<file path="src/rtl/rx_da_filter_ctrl.sv">
// Receive-path DA filter control: captures the destination address from the sof word,
// registers the DA checker's verdict one cycle later and keeps a saturating drop counter.
module rx_da_filter_ctrl #(
    parameter int CNT_WIDTH = 16
) (
    input  logic                 rxclk,
    input  logic                 reset,
    input  logic [63:0]          data_in,
    input  logic                 data_valid,
    input  logic                 sof,
    input  logic                 eof,
    input  logic                 cfg_promisc,
    input  logic                 cfg_bcast_en,
    input  logic                 cfg_mcast_en,
    input  logic                 clr_count,
    input  logic                 local_invalid,
    input  logic                 broad_valid,
    input  logic                 multi_valid,
    output logic [47:0]          da_addr,
    output logic                 da_check_valid,
    output logic                 frame_accept,
    output logic                 frame_drop,
    output logic                 frame_is_bcast,
    output logic                 frame_is_mcast,
    output logic                 frame_abort,
    output logic [CNT_WIDTH-1:0] drop_count
);

    typedef enum logic [1:0] {
        IDLE   = 2'd0,
        CHECK  = 2'd1,
        ACTIVE = 2'd2,
        DONE1  = 2'd3
    } state_t;

    state_t               state_q, state_d;
    logic                 eof_seen_q, eof_seen_d;
    logic [47:0]          da_addr_q, da_addr_d;
    logic                 accept_q, accept_d;
    logic                 drop_q, drop_d;
    logic                 bcast_q, bcast_d;
    logic                 mcast_q, mcast_d;
    logic                 check_valid_q, check_valid_d;
    logic                 abort_q, abort_d;
    logic [CNT_WIDTH-1:0] drop_count_q, drop_count_d;

    logic                 sof_hit;
    logic                 eof_hit;
    logic                 accept_now;
    logic                 count_inc;
    logic [47:0]          da_wire;

    assign sof_hit    = sof & data_valid;
    assign eof_hit    = eof & data_valid;
    assign accept_now = cfg_promisc | ~local_invalid
                      | (broad_valid & cfg_bcast_en)
                      | (multi_valid & cfg_mcast_en);

    // First octet on the wire becomes the most significant byte of the address
    assign da_wire = {data_in[7:0],   data_in[15:8],  data_in[23:16],
                      data_in[31:24], data_in[39:32], data_in[47:40]};

    always_comb begin
        state_d       = state_q;
        eof_seen_d    = eof_seen_q;
        da_addr_d     = da_addr_q;
        accept_d      = accept_q;
        drop_d        = drop_q;
        bcast_d       = bcast_q;
        mcast_d       = mcast_q;
        check_valid_d = 1'b0;
        abort_d       = 1'b0;
        count_inc     = 1'b0;

        // A new sof always restarts the frame; outside IDLE it also aborts the open one
        if (sof_hit) begin
            da_addr_d  = da_wire;
            eof_seen_d = eof;
            state_d    = CHECK;
            accept_d   = 1'b0;
            drop_d     = 1'b0;
            bcast_d    = 1'b0;
            mcast_d    = 1'b0;
            abort_d    = (state_q != IDLE);
        end else begin
            case (state_q)
                IDLE: begin
                end
                CHECK: begin
                    accept_d      = accept_now;
                    drop_d        = ~accept_now;
                    bcast_d       = broad_valid;
                    mcast_d       = multi_valid;
                    check_valid_d = 1'b1;
                    count_inc     = ~accept_now;
                    eof_seen_d    = eof_seen_q | eof_hit;
                    state_d       = (eof_seen_q | eof_hit) ? DONE1 : ACTIVE;
                end
                ACTIVE: begin
                    if (eof_hit) begin
                        accept_d = 1'b0;
                        drop_d   = 1'b0;
                        bcast_d  = 1'b0;
                        mcast_d  = 1'b0;
                        state_d  = IDLE;
                    end
                end
                DONE1: begin
                    accept_d = 1'b0;
                    drop_d   = 1'b0;
                    bcast_d  = 1'b0;
                    mcast_d  = 1'b0;
                    state_d  = IDLE;
                end
                default: begin
                    state_d = IDLE;
                end
            endcase
        end

        drop_count_d = drop_count_q;
        if (clr_count) begin
            drop_count_d = '0;
        end else if (count_inc && (drop_count_q != {CNT_WIDTH{1'b1}})) begin
            drop_count_d = drop_count_q + CNT_WIDTH'(1);
        end
    end

    always_ff @(posedge rxclk) begin
        if (reset) begin
            state_q       <= IDLE;
            eof_seen_q    <= 1'b0;
            da_addr_q     <= '0;
            accept_q      <= 1'b0;
            drop_q        <= 1'b0;
            bcast_q       <= 1'b0;
            mcast_q       <= 1'b0;
            check_valid_q <= 1'b0;
            abort_q       <= 1'b0;
            drop_count_q  <= '0;
        end else begin
            state_q       <= state_d;
            eof_seen_q    <= eof_seen_d;
            da_addr_q     <= da_addr_d;
            accept_q      <= accept_d;
            drop_q        <= drop_d;
            bcast_q       <= bcast_d;
            mcast_q       <= mcast_d;
            check_valid_q <= check_valid_d;
            abort_q       <= abort_d;
            drop_count_q  <= drop_count_d;
        end
    end

    assign da_addr        = da_addr_q;
    assign da_check_valid = check_valid_q;
    assign frame_accept   = accept_q;
    assign frame_drop     = drop_q;
    assign frame_is_bcast = bcast_q;
    assign frame_is_mcast = mcast_q;
    assign frame_abort    = abort_q;
    assign drop_count     = drop_count_q;

endmodule

</file>
<file path="config.mk">
export PLATFORM = sky130hd
export DESIGN_NAME = rx_da_filter_ctrl
export DESIGN_NICKNAME = d
export VERILOG_FILES = /design/src/rtl/rx_da_filter_ctrl.sv
export SDC_FILE = /design/constraint.sdc
export NUM_CORES = 1
export LEC_CHECK = 0
export ABC_AREA = 1
export CAP_MARGIN = 15
export CORE_MARGIN = 8
export CORE_UTILIZATION = 40
export CTS_CLUSTER_DIAMETER = 100
export DETAILED_ROUTE_END_ITERATION = 12
export PLACE_DENSITY = 0.76
export SETUP_SLACK_MARGIN = 0.15
export SYNTH_ARGS = -nofsm -noshare
export SYNTH_HDL_FRONTEND = slang
export SYNTH_SLANG_ARGS = --single-unit
</file>
<file path="constraint.sdc">
create_clock -name rxclk -period 2.3 [get_ports rxclk]
set_clock_uncertainty 0.15 [all_clocks]
set_input_delay 0.23 -clock rxclk [delete_from_list [all_inputs] [get_ports rxclk]]
set_output_delay 0.23 -clock rxclk [all_outputs]
set_load 0.02 [all_outputs]
</file>
==> flow_summary.json, run 1 <==
{
  "die_w_microns": 103,
  "setup_viol": 0,
  "dr.pass1.iters": 4,
  "worstMarginPinSlew_ps": 472,
  "yosysWarnings": 0,
  "yosysSeqAreaShare_pct": 47.8,
  "synth_cell_type_count": 26,
  "insertedDiodeCount": 0,
  "vias": 3119,
  "tritoncts": "yes",
  "ys_seq_elements": 73,
  "clk_latency_ps": 340,
  "grt_max_degree": 51,
  "area_delta_synth_final_pct": 53.1,
  "leakage_uw": 0.00204,
  "slew_viol_final": 0,
  "hold_violations": 0,
  "initial_core_util_pct": 40.4,
  "crit_path_end_kind": "flip-flop",
  "pin_count": 146,
  "crit_required_ps": 2420,
  "finalCritPeriodShare_pct": 79.5,
  "fin_tns_setup_ps": 0,
  "htreeDepth": 3,
  "portBuffers": 129,
  "fp.dieH_microns": 103,
  "rows": 32,
  "syn_nets": 502,
  "fillers": 645,
  "drive_above_1_share_pct": 6.81,
  "dieArea_sq_um": 10700,
  "ir_worst_vdd_mv": 0.412,
  "track_usage_pct": 17.7,
  "drt-total-wl_microns": 8920,
  "power_density_nw_per_um2": 602,
  "nets": 630,
  "synth.avg_cell_area_sq_um": 7.20,
  "max_cap_violations": 0,
  "post_cts_resized": 0,
  "hold_buffers": 0,
  "status": "finished, final reports clean",
  "worstPathMaxFanout": 12,
  "finalPower_uw": 2820,
  "layout_commonest_cell": "nand2_1",
  "crit_type": "reg2reg",
  "fmax_mhz": 547,
  "mostFrequentLayoutCells": "nand2_1 (160), clkdlybuf4s50_1 (129), dfxtp_1 (73)",
  "synth_cells": 425,
  "post-route-util_pct": 61.9,
  "layout_min_cycle_time_ps": 1830,
  "fp.coreArea_sq_um": 7570,
  "async_flop_share_pct": 0,
  "drcViolationCount": 0,
  "grt.overflow.total": 0,
  "hpwl_microns": 6620,
  "numCtsBuffers": 9,
  "routed_via_density": 4.73,
  "relSlewSlack_pct": 68.2,
  "drt_iter0_drc": 95,
  "grt_pass1_vias": 3090,
  "cts_root_buf": "clkbuf_8",
  "cts_setup_buffers": 0,
  "gp_congestion": 0.758,
  "synth_area_sq_um": 3060,
  "synth_top_flop_cell": "dfxtp_1",
  "rsz0062_at_grt": "false",
  "worst_setup_path_start_kind": "flip-flop",
  "cts.reportedPaths.clkPinSlew_ps": 80,
  "synth_enable_flop_cells": 0,
  "cts.sinks": 73,
  "cts.path.max_buffers": 2,
  "min-delay-path-class": "in2reg",
  "grt_pass1_wl_microns": 14700,
  "crit_arrival_ps": 1950,
  "grt_antenna_before_repair": 0,
  "wl_per_cell_microns": 13.5,
  "drtAntennaViolNets": 0
}
final timing paths:
path | cells after the start | slack [ps] | end | start
setup reg to reg | 9 | 470 | drop_count[8] | drop_count[0]
hold / removal | 3 | 290 | da_addr[27] | data_in[19]
setup / recovery | 9 | 470 | drop_count[8] | drop_count[0]
hold reg to reg | 2 | 300 | da_addr[4] | da_addr[4]
state kept, by name (all words and copies together), names as in the netlist:
register	flops
da_addr	48
drop_count	16
state_q	2
da_check_valid	1
eof_seen_q	1
frame_abort	1
frame_accept	1
frame_drop	1
frame_is_bcast	1
frame_is_mcast	1
routing by layer:
| layer | track usage, % | vias to the layer above | routed length (microns) | part of all wire [%] |
|---|---|---|---|---|
| li1 | - | 1589 | - | - |
| met1 | 19.2 | 1422 | 3500 | 39 |
| met2 | 28.0 | 94 | 4190 | 47 |
| met3 | 10.3 | 14 | 1100 | 12 |
| met4 | 6.67 | 0 | 132 | 1.5 |
| met5 | 0 | - | 0 | 0 |
final cells by class:
| type | count | area, sq um | area share [%] |
|---|---|---|---|
| flip-flops and latches | 73 | 1460 | 31.2 |
| inverters | 26 | 97.6 | 2.08 |
| repair buffers | 135 | 1360 | 29.1 |
| clock inverters | 5 | 78.8 | 1.68 |
| clock buffers | 11 | 141 | 3.02 |
| well taps | 102 | 128 | 2.72 |
| multi-input cells | 308 | 1420 | 30.2 |
power breakdown:
part / total (uW) / switching, uW / internal [uW]
sequential: 1330 / 23.7 / 1310
clock: 1110 / 475 / 639
combinational: 373 / 177 / 196
cell usage after synthesis, types with 3 or more instances:
| library cell | count | area, sq um |
|---|---|---|
| buf_2 | 6 | 30.0 |
| clkbuf_1 | 9 | 33.8 |
| dfxtp_1 | 73 | 1460 |
| inv_1 | 21 | 78.8 |
| inv_2 | 5 | 18.8 |
| nand2_1 | 160 | 601 |
| nand3_1 | 56 | 280 |
| nor2_1 | 48 | 180 |
| nor2_4 | 4 | 45.0 |
| o21ai_0 | 8 | 40.0 |
| o21bai_1 | 10 | 75.1 |
| xnor2_1 | 3 | 26.3 |
| xor2_1 | 4 | 35.0 |
cell families after synthesis:
group	synth area share [%]
fa+ha+maj	0.409
compound gates	4.33
xor+xnor	2.00
flops	47.8
simple gates	39.4
buf+inv	6.13
worst max-delay path: stages, from the launching register on:
cell and delay, ps:
dfxtp_1 400, ha_1 230, nand3_2 130, inv_2 100, nand2_4 70, nor2_4 320, inv_2 80, nand2_4 130
nor2_1 50, nor2_1 100
through the flow:
step                      setup slack (ps)  instances  hold WS (ps)  cell area [sq um]
after detailed placement               320        644           284               4460
final                                  472        660           294               4680
after global routing                   295        660           290               4680
after floorplan                        614        425           191               3060
after CTS                              464        660           280               4680
after global placement                 371        644           277               4460
(Power assumes the default switching activity.)
==> run 2: changes to the inputs <==
- CORE_UTILIZATION: 40 -> 37
- PLACE_DENSITY: 0.76 -> 0.74
- clock period: 2.3 -> 1.55 ns (I/O delays scaled with it)
==> flow_summary.json, run 2 (synthesis results as in run 1) <==
{
  "leakage_uw": 0.00237,
  "drcViolationCount": 0,
  "fmax_mhz": 657,
  "crit_arrival_ps": 1650,
  "crit_path_end_kind": "flip-flop",
  "drt_iter0_drc": 143,
  "dr.pass1.iters": 4,
  "routed_via_density": 4.73,
  "clk_latency_ps": 340,
  "grt_max_degree": 38,
  "p_clk_share_pct": 35.7,
  "pin_count": 146,
  "layout_commonest_cell": "nand2_1",
  "grt_pass1_vias": 3157,
  "holdWs_ps": 217,
  "hold_violations": 0,
  "p_int_uw": 2840,
  "wl_per_cell_microns": 13.9,
  "rsz0062_at_grt": "true",
  "slew_viol_final": 0,
  "layout_min_cycle_time_ps": 1520,
  "slowest_stage": "dfxtp_4",
  "power_switching_uw": 1060,
  "nets": 652,
  "drtAntennaViolNets": 0,
  "min-delay-path-class": "in2reg",
  "crit_required_ps": 1670,
  "switching_share_pct": 27.1,
  "power.share.combinational_pct": 13.8,
  "max_cap_violations": 0,
  "cts_root_buf": "clkbuf_8",
  "relSlewSlack_pct": 67.4,
  "mostFrequentLayoutCells": "nand2_1 (156), dfxtp_1 (59), clkdlybuf4s50_1 (59)",
  "cts.reportedPaths.clkPinSlew_ps": 90,
  "finalCritPeriodShare_pct": 98.2,
  "initial_core_util_pct": 37.6,
  "worstMarginPinSlew_ps": 484,
  "worstSetupStartpoint": "drop_count[1]",
  "portBuffers": 129,
  "grt.overflow.total": 0,
  "dp_cells": 660,
  "fp.coreArea_sq_um": 8130,
  "slowest_delay_ps": 360,
  "crit_type": "reg2reg",
  "worstPathMaxFanout": 7,
  "gp_congestion": 0.780,
  "drive_above_1_share_pct": 17.2,
  "status": "finished, final reports clean",
  "finalNonFillerCells": 685,
  "largest_reg_flops": 48,
  "grt_pass1_wl_microns": 15300,
  "power_density_nw_per_um2": 803,
  "hpwl_microns": 6960,
  "drt-total-wl_microns": 9490,
  "htreeDepth": 3,
  "ir_worst_vdd_mv": 0.745,
  "insertedDiodeCount": 0,
  "track_usage_pct": 16.5,
  "grt_antenna_before_repair": 0,
  "path_cells": "ha_4 > nand3_4 > inv_4 > nand2_4 > nor2_4 > buf_12 > inv_4 > nand2_4 > nor2_1 > nor2_1",
  "min_from": "data_in[25]",
  "fillers": 728,
  "dieArea_sq_um": 11400,
  "worst_setup_path_start_kind": "flip-flop",
  "area_delta_synth_final_pct": 58.6,
  "cts.path.max_buffers": 2,
  "setup_viol": 0,
  "cts.sinks": 73,
  "tritoncts": "yes",
  "fp.dieH_microns": 107,
  "vias": 3240,
  "die_w_microns": 107,
  "numCtsBuffers": 9,
  "worstReg2RegStart": "drop_count[1]",
  "p_seq_share_pct": 50.5,
  "rows": 33
}
## run 2: cell count changes in the layout (fill, tap and decap cells not counted), sizes merged, moves of 2 or more
cell,delta
clkdlybuf4s50,-70
dlygate4sd2,+47
buf,+22
clkdlybuf4s15,+11
clkbuf,+8
bufinv,-2
clkinvlp,+2
inv,+2
## run 2: layout make-up
cell class	instances	area, sq um	share of cell area [%]
timing repair buffer	154	1440	29.6
clock buffer	10	138	2.84
sequential	73	1490	30.6
multi-input combinational	311	1510	31.1
tap	105	131	2.71
inverter	26	103	2.11
clock inverter	6	50.0	1.03
## run 2: metrics by stage
stage                     setup TNS [ps]  power [uW]  worst slack (ps)  cell area [sq um]  util, %
after floorplan                        0        2230               103               3100        -
after global placement             -6000        2580              -258               4630     56.9
after detailed placement           -7190        2590              -360               4630     56.9
after CTS                              0        3950              43.6               4830     59.4
after global routing                -455        4070             -49.8               4850     59.7
final                                  0        3900              27.8               4850     59.7
## run 2: what timing repair did
| item | in CTS | in global routing |
|---|---|---|
| hold buffers | 0 | 0 |
| pin swaps | 6 | 11 |
| resized for setup | 95 | 38 |
| endpoints found under the setup margin | 86 | 64 |
| cloned | 4 | 0 |
| setup buffers | 4 | 1 |
## run 2: critical path, delay by kind of cell, from the launching register on
kind | cells | cell delay [ps]
simple gates | 6 | 520
flops | 1 | 360
buf+inv | 3 | 270
fa+ha+maj | 1 | 140
## run 2: final timing paths
path	endpoint	slack [ps]	cells after the start
min reg2reg	da_addr[40]	290	2
max	drop_count[11]	30	10
max reg2reg	drop_count[11]	30	10
min	da_addr[17]	220	3
## run 2: power groups by stage
| stage | clock, uW | combinational, uW | sequential (uW) |
|---|---|---|---|
| 2_1_floorplan | 0 | 142 | 2090 |
| 3_3_place_gp | 0 | 566 | 2010 |
| 3_5_place_dp | 0 | 571 | 2020 |
| 4_1_cts | 1440 | 539 | 1970 |
| 5_1_grt | 1520 | 583 | 1970 |
| 6_report | 1390 | 538 | 1970 |
## run 2: metal layers
metal  share of wire, %  global-route usage, %  vias up
met5                  0                      0        -
met4                1.6                   6.63        0
li1                   -                      -     1641
met1                 39                   17.1     1468
met3                 12                   8.88       15
met2                 48                   27.4      116
